==> src/rtl/instr_packer.sv <==
// instr_packer: packs decoded MIPS fields into 32-bit words, queues them in a
// small FIFO and writes them to instruction memory at consecutive addresses.
//
// Ports:
//   clk, rst_n        clock (rising edge), asynchronous active-low reset
//   start             begin a load session (IDLE only)
//   in_valid/in_ready field-set handshake; in_last marks the final set
//   fmt               00=R, 01=I, 10=J, 11=reserved (flags err, not written)
//   op..Target        decoded instruction fields
//   imem_we/ready     IM write request / IM accepts this cycle
//   imem_addr/wdata   IM byte address / packed instruction (FIFO head)
//   count             words written this session (saturating)
//   err               sticky reserved-format flag for the session
//   busy, done        session active / one-cycle end-of-session pulse
module instr_packer #(
    parameter int unsigned DEPTH = 4,
    parameter logic [31:0] BASE  = 32'h0000_0000,
    parameter int unsigned CW    = 16
) (
    input  logic          clk,
    input  logic          rst_n,
    input  logic          start,
    input  logic          in_valid,
    output logic          in_ready,
    input  logic          in_last,
    input  logic [1:0]    fmt,
    input  logic [5:0]    op,
    input  logic [4:0]    rs,
    input  logic [4:0]    rt,
    input  logic [4:0]    rd,
    input  logic [4:0]    shamt,
    input  logic [5:0]    func,
    input  logic [15:0]   imm16,
    input  logic [25:0]   Target,
    output logic          imem_we,
    input  logic          imem_ready,
    output logic [31:0]   imem_addr,
    output logic [31:0]   imem_wdata,
    output logic [CW-1:0] count,
    output logic          err,
    output logic          busy,
    output logic          done
);

    localparam int unsigned AW = $clog2(DEPTH);
    localparam int unsigned PW = AW + 1;

    typedef enum logic [1:0] {
        S_IDLE  = 2'd0,
        S_LOAD  = 2'd1,
        S_DRAIN = 2'd2,
        S_DONE  = 2'd3
    } state_t;

    state_t          r_state;
    state_t          w_state_next;

    logic [31:0]     r_mem [DEPTH];
    logic [PW-1:0]   r_wptr;
    logic [PW-1:0]   r_rptr;
    logic [31:0]     r_addr;
    logic [CW-1:0]   r_count;
    logic            r_err;

    logic            w_full;
    logic            w_empty;
    logic            w_accept;
    logic            w_reserved;
    logic            w_push;
    logic            w_pop;
    logic [31:0]     w_packed;

    // Pointers carry one extra wrap bit to tell full from empty.
    assign w_empty    = (r_wptr == r_rptr);
    assign w_full     = (r_wptr[AW] != r_rptr[AW]) &&
                        (r_wptr[AW-1:0] == r_rptr[AW-1:0]);

    // Full is judged before any same-cycle pop.
    assign in_ready   = (r_state == S_LOAD) && !w_full;
    assign imem_we    = !w_empty && ((r_state == S_LOAD) || (r_state == S_DRAIN));

    assign w_accept   = in_valid && in_ready;
    assign w_reserved = (fmt == 2'b11);
    assign w_push     = w_accept && !w_reserved;
    assign w_pop      = imem_we && imem_ready;

    assign imem_wdata = r_mem[r_rptr[AW-1:0]];
    assign imem_addr  = r_addr;
    assign count      = r_count;
    assign err        = r_err;
    assign busy       = (r_state != S_IDLE);
    assign done       = (r_state == S_DONE);

    // Field packing by format.
    always_comb begin
        w_packed = 32'h0;
        case (fmt)
            2'b00:   w_packed = {op, rs, rt, rd, shamt, func};
            2'b01:   w_packed = {op, rs, rt, imm16};
            2'b10:   w_packed = {op, Target};
            default: w_packed = 32'h0;
        endcase
    end

    // State register.
    always_ff @(posedge clk or negedge rst_n) begin
        if (!rst_n) begin
            r_state <= S_IDLE;
        end else begin
            r_state <= w_state_next;
        end
    end

    // Next-state logic; DRAIN waits for the FIFO to empty since pops are immediate.
    always_comb begin
        w_state_next = r_state;
        case (r_state)
            S_IDLE:  if (start) w_state_next = S_LOAD;
            S_LOAD:  if (w_accept && in_last) w_state_next = S_DRAIN;
            S_DRAIN: if (w_empty) w_state_next = S_DONE;
            S_DONE:  w_state_next = S_IDLE;
            default: w_state_next = S_IDLE;
        endcase
    end

    // FIFO storage and pointers.
    always_ff @(posedge clk or negedge rst_n) begin
        if (!rst_n) begin
            r_mem  <= '{default: '0};
            r_wptr <= '0;
            r_rptr <= '0;
        end else begin
            if (w_push) begin
                r_mem[r_wptr[AW-1:0]] <= w_packed;
                r_wptr                <= r_wptr + PW'(1);
            end
            if (w_pop) begin
                r_rptr <= r_rptr + PW'(1);
            end
        end
    end

    // Session address, write count and error flag.
    always_ff @(posedge clk or negedge rst_n) begin
        if (!rst_n) begin
            r_addr  <= BASE;
            r_count <= '0;
            r_err   <= 1'b0;
        end else if ((r_state == S_IDLE) && start) begin
            r_addr  <= BASE;
            r_count <= '0;
            r_err   <= 1'b0;
        end else begin
            if (w_pop) begin
                r_addr <= r_addr + 32'd4;
                if (r_count != {CW{1'b1}}) begin
                    r_count <= r_count + CW'(1);
                end
            end
            if (w_accept && w_reserved) begin
                r_err <= 1'b1;
            end
        end
    end

endmodule

==> config.mk <==
export PLATFORM = sky130hd
export DESIGN_NAME = instr_packer
export DESIGN_NICKNAME = d
export VERILOG_FILES = /design/src/rtl/instr_packer.sv
export SDC_FILE = /design/constraint.sdc
export NUM_CORES = 1
export LEC_CHECK = 0
export BUFFER_PORTS_ARGS = -buffer_cell sky130_fd_sc_hd__buf_2
export CAP_MARGIN = 30
export CORE_UTILIZATION = 55
export DETAILED_ROUTE_END_ITERATION = 12
export GPL_TIMING_DRIVEN = 0
export HOLD_SLACK_MARGIN = 0.02
export PLACE_DENSITY = 0.79
export SLEW_MARGIN = 10
export SYNTH_ARGS = -nofsm -noshare
export SYNTH_HDL_FRONTEND = slang
export SYNTH_SLANG_ARGS = --single-unit
==> constraint.sdc <==
create_clock -name clk -period 2.56 [get_ports clk]
set_input_delay 0.128 -clock clk [delete_from_list [all_inputs] [get_ports clk]]
set_output_delay 0.128 -clock clk [all_outputs]
set_load 0.05 [all_outputs]
==> results of run 1 <==
cell families (layout without fill, tap and decap cells):
kind of cell	after synthesis	in the layout
AOI/OAI and AO/OA	73	73
DFF	183	183
muxes	178	178
xor gates and xnor gates	32	32
adders and majority gates	12	12
other	1	2
buffers and inverters	62	267
and+or+nand+nor	181	181
flip-flops by register name, summed over array words and instances, names as in the netlist:
signal	flops
count	16
err	1
imem_addr	30
r_mem	128
r_rptr	3
r_state	2
r_wptr	3
how the worst min path moves through the flow:
| stage | slack [ns] | end | start |
|---|---|---|---|
| floorplan | -0.17 | count[0]$_DFFE_PN0P_ | rst_n |
| global placement | 0.39 | r_mem[30]$_DFFE_PN0P_ | op[4] |
| detailed placement | 0.19 | imem_addr[27]$_DFFE_PN0P_ | rst_n |
| CTS | 0.11 | imem_addr[31]$_DFFE_PN0P_ | start |
| global route | 0.16 | r_state[0]$_DFFE_PN0P_ | start |
| finish | 0.13 | imem_addr[31]$_DFFE_PN0P_ | start |
final cells by class:
type	count	area [um^2]	area share, %
Tap cell	216	270	2.51
Inverter	19	71.3	0.662
Multi-Input combinational cell	478	4160	38.6
Buffer	43	199	1.85
Sequential cell	183	4580	42.5
Clock buffer	22	464	4.31
Timing Repair Buffer	173	936	8.68
Clock inverter	10	95.1	0.882
placed cells by master, fill, tap and decap left out, types with 2 or more instances in the layout:
cell type,count
nand3_1,11
a31o_2,2
o21ai_0,38
nor2b_1,5
or4_1,7
nor2_1,32
inv_1,19
nand4_1,12
nand2_1,62
mux2_2,121
nor4_1,9
clkbuf_1,23
xor2_1,7
mux2_1,8
conb_1,2
mux4_2,32
buf_2,181
a21oi_1,17
o31ai_1,7
inv_6,2
and3_1,6
xor2_2,2
and2_1,3
or3_1,10
xnor2_1,23
clkinvlp_4,2
ha_1,12
dfrtp_1,183
mux2i_1,17
a211oi_1,2
clkinv_2,3
dlygate4sd3_1,7
clkbuf_16,17
clkinv_4,2
nor3_1,11
clkbuf_8,2
and4_1,3
buf_4,5
stage by stage:
step / setup TNS (ns) / utilization, %
2_1_floorplan: 0 / -
3_3_place_gp: -287.17 / 63.3
3_5_place_dp: 0 / 63.6
4_1_cts: 0 / 67.5
5_1_grt: 0 / 67.6
6_report: 0 / 67.6
synth_stat cells, types with 17 or more instances:
cell type	number	area (um^2)
inv_1	19	71.3
dfrtp_1	183	4580
mux2i_1	17	170
o21ai_0	38	190
xnor2_1	23	201
a21oi_1	17	85.1
nand2_1	62	233
mux2_2	121	1360
clkbuf_1	20	75.1
mux4_2	32	721
nor2_1	32	120
buf_2	18	90.1
routing by layer:
metal / GRT usage (%) / wire length (um) / share of wire [%]
met1: 33.0 / 8780 / 45
met2: 39.9 / 9570 / 49
met3: 5.74 / 800 / 4.1
met4: 6.84 / 225 / 1.2
met5: 0 / 0 / 0
power by group through the flow:
stage | Combinational, mW | Clock, mW | Sequential, mW
6_report | 5.69 | 2.52 | 4.42
5_1_grt | 6.05 | 2.68 | 4.54
4_1_cts | 5.73 | 2.55 | 4.41
3_5_place_dp | 5.69 | 0 | 4.45
3_3_place_gp | 5.57 | 0 | 4.40
2_1_floorplan | 4.37 | 0 | 4.42
repair_timing:
item                       4_1_cts  5_1_grt
gates resized for setup          0        1
buffers inserted                 0        1
setup endpoints to repair        0       23
hold endpoints to repair       115        0
hold buffers                     7        0
worst max-delay path: cells and delay by family, from the launching register on:
kind / cells / cell delay [ns]
buf+inv: 3 / 1.01
flops: 1 / 0.35
mux: 1 / 0.44
==> flow_metrics.py, run 1 <==
metrics = {
    "synthesis": {
        "yosys_warnings": 0,
        "syn_avg_cell_area_um2": 12.5,
        "yosys.area_share.simple_pct": 10.4,
        "synth-seq-area-share_pct": 50.9,
        "ys_async_sr_fraction_pct": 100,
        "ys.flop_type": "dfrtp_1",
        "synth_edf_count": 0,
        "synth_top_family_by_area": "multiplexers",
        "synthDistinctLibCells": 48,
        "synth.cell_area_mm2": 0.00900,
        "muxShareOfSynthArea_pct": 26.1,
        "syn-instance-count": 722,
        "ys_ff_latch": 183,
        "synthAdderAreaFrac_pct": 1.67,
        "synth_compound_area_share_pct": 4.69,
        "synth_xor_area_share_pct": 3.28,
    },
    "worst_setup_path": {
        "worstSetupEndpoint": "imem_wdata[18]",
        "worstSetupStartpoint": "r_rptr[1]$_DFFE_PN0P_",
        "cp.required_ns": 2.43,
        "cpPeakStageDelay_ns": 0.56,
        "critical_path.slowest_cell": "clkbuf_1",
        "critPathLaunchType": "flip-flop",
        "regToRegStartpoint": "r_rptr[1]$_DFFE_PN0P_",
        "reg2reg_to": "count[1]$_DFFE_PN0P_",
        "crit_path_cell_trace": "buf_2 > clkbuf_1 > mux4_2 > buf_2",
        "crit_type": "reg -> out",
        "critPathMaxFanout": 10,
        "r2r_cells": 6,
        "worstPathArrival_ns": 2.23,
        "path_common_cell": "buf_2",
        "endpoint_kind": "primary output",
        "reg2reg_slack_ns": 0.22,
    },
    "power_and_ir_drop": {
        "switching_share_pct": 41.1,
        "ir_drop_v": 0.000876,
        "combPwrFrac_pct": 45.1,
        "p_int_mw": 7.44,
        "powerDensity_mw_per_mm2": 1170,
        "p_leak_nw": 5.16,
        "power_mw": 12.6,
        "pwr-share-seq_pct": 35.0,
        "clkPwrFrac_pct": 19.9,
        "power.net_switching_mw": 5.18,
    },
    "timing": {
        "rsz0062_at_grt": "no",
        "max-slew-margin-rel_pct": 43.7,
        "tightest_slew_ns": 0.840,
        "hold_viol_final": 0,
        "period_needed_ns": 2.36,
        "worst_slack_ns": 0.199,
        "period_share_pct": 92.2,
        "whs_ns": 0.126,
        "fmax_mhz": 423,
        "fin_skew_ns": 0.0131,
        "final-max-slew-violation-count": 0,
        "setup_viol": 0,
    },
    "global_route": {
        "grt_use_total_pct": 24.5,
        "antenna_found_initial": 0,
        "grt_pass1_vias": 6274,
        "grt_max_degree": 93,
        "grt_pass1_wl_um": 31300,
        "gr-total-overflow": 0,
    },
    "final_layout": {
        "finalNonFillerCells": 1144,
        "num-fill-cells": 1212,
        "final_area_mm2": 0.0108,
        "fin_nets": 1009,
        "antenna_cells": 0,
        "drive_gt1_share_pct": 40.9,
        "area_growth_syn_to_layout_pct": 19.8,
    },
    "clock_network": {
        "clkTransAtPathRegs_ns": 0.07,
        "clk_path_buf_depth": 2,
        "cts_max_level": 4,
        "cts.sinks": 183,
        "numCtsBuffers": 17,
        "cts-root-buf": "clkbuf_16",
        "clock_latency_ns": 0.43,
        "cts_tree": "yes",
    },
    "floorplan": {
        "io_pins": 167,
        "die_area_mm2": 0.0169,
        "die_h_um": 130,
        "row_count": 46,
        "core_mm2": 0.0159,
        "start_util_pct": 56.4,
        "die_w_um": 130,
    },
    "drt": {
        "wl_per_cell_um": 16.9,
        "wirelength_um": 19400,
        "drcViolationCount": 0,
        "drtPass1Iterations": 4,
        "via_count": 6362,
        "detail-route-antenna-nets": 0,
        "avgViaCountPerCell": 5.56,
        "drt_iter0_drc": 374,
    },
    "placement": {
        "globalplace.congestion": 0.814,
        "dp_worst_setup_slack_ns": 0.00673,
        "dp.cells": 1104,
        "port_buffers": 164,
        "place_hpwl_um": 13400,
        "placed_area_mm2": 0.0101,
    },
    "min_path": {
        "hp-class": "in -> reg",
        "holdPathStages": 4,
    },
    "run_status": {
        "status": "finished clean",
    },
    "run": {
        "cap_violations": 0,
    },
}
(Power assumes the default switching activity.)
==> run 2: changes to the inputs <==
--- a/config.mk
+++ b/config.mk
@@ -5,6 +5,7 @@
 export SDC_FILE = /design/constraint.sdc
 export NUM_CORES = 1
 export LEC_CHECK = 0
+export ABC_AREA = 1
 export BUFFER_PORTS_ARGS = -buffer_cell sky130_fd_sc_hd__buf_2
 export CAP_MARGIN = 30
 export CORE_UTILIZATION = 55
==> run 2 against run 1 <==
  * Final cell count rose by 54%
  * Largest power group unchanged
  * Clock skew fell by 0.0021 ns
  * Core utilization rose by 0.50 points
  * Maximum frequency fell by 3.1%
  * Register-to-register slack improved by 0.15 ns
==> flow_metrics.py, run 2 <==
metrics = {
    "clock_network": {
        "cts_tree": "yes",
        "clock_latency_ns": 0.44,
        "clk_path_buf_depth": 2,
        "cts.sinks": 183,
        "numCtsBuffers": 17,
        "clkTransAtPathRegs_ns": 0.07,
        "cts_max_level": 4,
        "cts-root-buf": "clkbuf_16",
        "cts_setup_buffers": 0,
    },
    "final_layout": {
        "area_growth_syn_to_layout_pct": 19.1,
        "num-fill-cells": 1479,
        "final_common_cell": "nand2_1",
        "largest_reg_flops": 128,
        "drive_gt1_share_pct": 16.3,
        "ff_latch_area_mm2": 0.00458,
        "largest_register": "r_mem",
        "fin_nets": 1618,
        "most-common-layout-cells": "nand2_1, buf_2, dfrtp_1",
        "finish.utilization_pct": 68.1,
        "multiInputGateArea_mm2": 0.00451,
    },
    "run": {
        "cap_violations": 0,
    },
    "floorplan": {
        "die_w_um": 134,
        "die_h_um": 134,
        "row_count": 47,
        "io_pins": 167,
        "start_util_pct": 57.2,
        "die_area_mm2": 0.0180,
        "core_mm2": 0.0168,
    },
    "drt": {
        "drcViolationCount": 0,
        "wl_per_cell_um": 15.5,
        "drtPass1Iterations": 8,
        "via_count": 9600,
        "wirelength_um": 27300,
        "detail-route-antenna-nets": 0,
        "drt_iter0_drc": 790,
        "avgViaCountPerCell": 5.46,
    },
    "synthesis": {
        "ys_ff_latch": 183,
        "synthMostInstantiatedCell": "nand2_1",
        "yosysTopAreaCell": "dfrtp_1",
        "synthDistinctLibCells": 27,
        "yosys-top-cells-area": "dfrtp_1, nand2_1, nor2_1, o21ai_0, nand3_1",
        "synth_xor_area_share_pct": 1.37,
        "synthTopCellsByCount": "nand2_1, dfrtp_1, nor2_1, o21ai_0, nand3_1",
        "muxShareOfSynthArea_pct": 0,
        "synth_top_cell_area_share_pct": 47.6,
        "syn-instance-count": 1331,
        "ys_async_sr_fraction_pct": 100,
        "synth_edf_count": 0,
        "syn_avg_cell_area_um2": 7.23,
        "yosys.area_share.simple_pct": 35.2,
        "yosys_warnings": 0,
        "synthAdderAreaFrac_pct": 1.56,
        "synth_top_family_by_area": "simple AND/OR/NAND/NOR gates",
        "synth.cell_area_mm2": 0.00962,
        "ys.flop_type": "dfrtp_1",
        "synth_compound_area_share_pct": 8.66,
        "synth-seq-area-share_pct": 47.6,
    },
    "timing": {
        "rsz0062_at_grt": "no",
        "period_needed_ns": 2.44,
        "period_share_pct": 95.2,
        "whs_ns": 0.0520,
        "hold_viol_final": 0,
        "tightest_slew_ns": 0.726,
        "max-slew-margin-rel_pct": 51.6,
        "final-max-slew-violation-count": 0,
        "fmax_mhz": 410,
        "fin_skew_ns": 0.0111,
        "setup_viol": 0,
    },
    "global_route": {
        "antenna_found_initial": 1,
        "gr-total-overflow": 0,
        "grt_use_total_pct": 31.3,
        "grt_pass1_vias": 8879,
        "grt_max_degree": 96,
        "grt_pass1_wl_um": 44100,
    },
    "worst_setup_path": {
        "cp.required_ns": 2.43,
        "endpoint_kind": "primary output",
        "crit_type": "reg -> out",
        "critPathMaxFanout": 10,
        "critPathLaunchType": "flip-flop",
        "worstPathArrival_ns": 2.31,
    },
    "placement": {
        "place_hpwl_um": 19000,
        "globalplace.congestion": 0.941,
        "port_buffers": 164,
    },
    "power_and_ir_drop": {
        "powerDensity_mw_per_mm2": 1190,
        "ir_drop_v": 0.00105,
        "p_leak_nw": 6.05,
    },
    "run_status": {
        "status": "finished clean",
    },
    "min_path": {
        "hp-class": "in -> reg",
    },
}
[run 2: cell types whose count changed in the layout (fill, tap and decap cells not counted), sizes merged, moves of 12 or more]
cell / change
a21oi: -14
clkbuf: +12
inv: +42
mux2: -129
mux2i: -17
mux4: -32
nand2: +528
nand3: +57
nand4: +20
nor2: +107
o21ai: +59
o22ai: +32
xnor2: -21
[run 2: timing repair]
| action | in CTS | in global routing |
|---|---|---|
| setup endpoints to repair | 29 | 32 |
| hold buffers | 8 | 0 |
| endpoints found under the hold margin | 119 | 0 |
| resized for setup | 10 | 15 |
[run 2: kinds of logic after synthesis]
group | after synthesis
buf+inv | 128
flops | 183
xor+xnor | 15
compound gates | 148
simple gates | 844
fa+ha+maj | 12
other cells | 1
[run 2: metal layers]
| layer | routed length, um | vias to the layer above | track usage, % |
|---|---|---|---|
| li1 | - | 4635 | - |
| met1 | 11600 | 4481 | 42.6 |
| met2 | 13000 | 431 | 51.0 |
| met3 | 2130 | 53 | 4.80 |
| met4 | 591 | 0 | 10.8 |
| met5 | 0 | - | 0 |
[run 2: path summary, 6_finish.rpt]
kind / from / end / slack [ns] / cells past startpoint
min in group asynchronous: rst_n / r_mem[26]$_DFFE_PN0P_ / 0.28 / 2
min reg2reg: r_mem[72]$_DFFE_PN0P_ / r_mem[72]$_DFFE_PN0P_ / 0.47 / 2
max in group asynchronous: rst_n / r_mem[66]$_DFFE_PN0P_ / 1.39 / 3
max reg2reg: r_state[0]$_DFFE_PN0P_ / count[4]$_DFFE_PN0P_ / 0.37 / 10
max: r_rptr[0]$_DFFE_PN0P_ / imem_wdata[22] / 0.12 / 7
min: fmt[1] / err$_DFFE_PN0P_ / 0.05 / 3
[run 2: layout make-up]
class                           count  share of cell area, %
Sequential cell                   183                   40.0
Multi-Input combinational cell   1021                   39.4
Timing Repair Buffer              173                   8.35
Clock buffer                       20                   3.90
Buffer                             65                   2.77
Tap cell                          220                   2.40
Inverter                           63                   2.06
Clock inverter                     12                   1.13
Antenna cell                        1                 0.0218
[run 2: worst max-delay path, cell delays in order (launching register included)]
cell and delay [ns]:
dfrtp_1 0.43, clkbuf_2 0.23, inv_1 0.12, clkbuf_4 0.22
buf_2 0.26, o21ai_0 0.11, o22ai_1 0.22, clkbuf_4 0.28
[run 2: metrics by stage]
stage               instance area, um^2  setup WS, ns  TNS (ns)  instances  power [mW]
floorplan                          9620         0.414         0       1332        9.12
global placement                  10700         -1.61   -293.93       1716        10.8
detailed placement                10800        0.0759         0       1717        10.9
CTS                               11400      0.000826         0       1757        13.6
global route                      11500        0.0219         0       1758        14.4
finish                            11500         0.123         0       1758        13.6
[run 2: report_power, final]
part / total (mW) / internal, mW / switching [mW]
registers: 4.42 / 3.84 / 0.581
clock network: 2.61 / 1.46 / 1.15
logic: 6.61 / 1.75 / 4.86
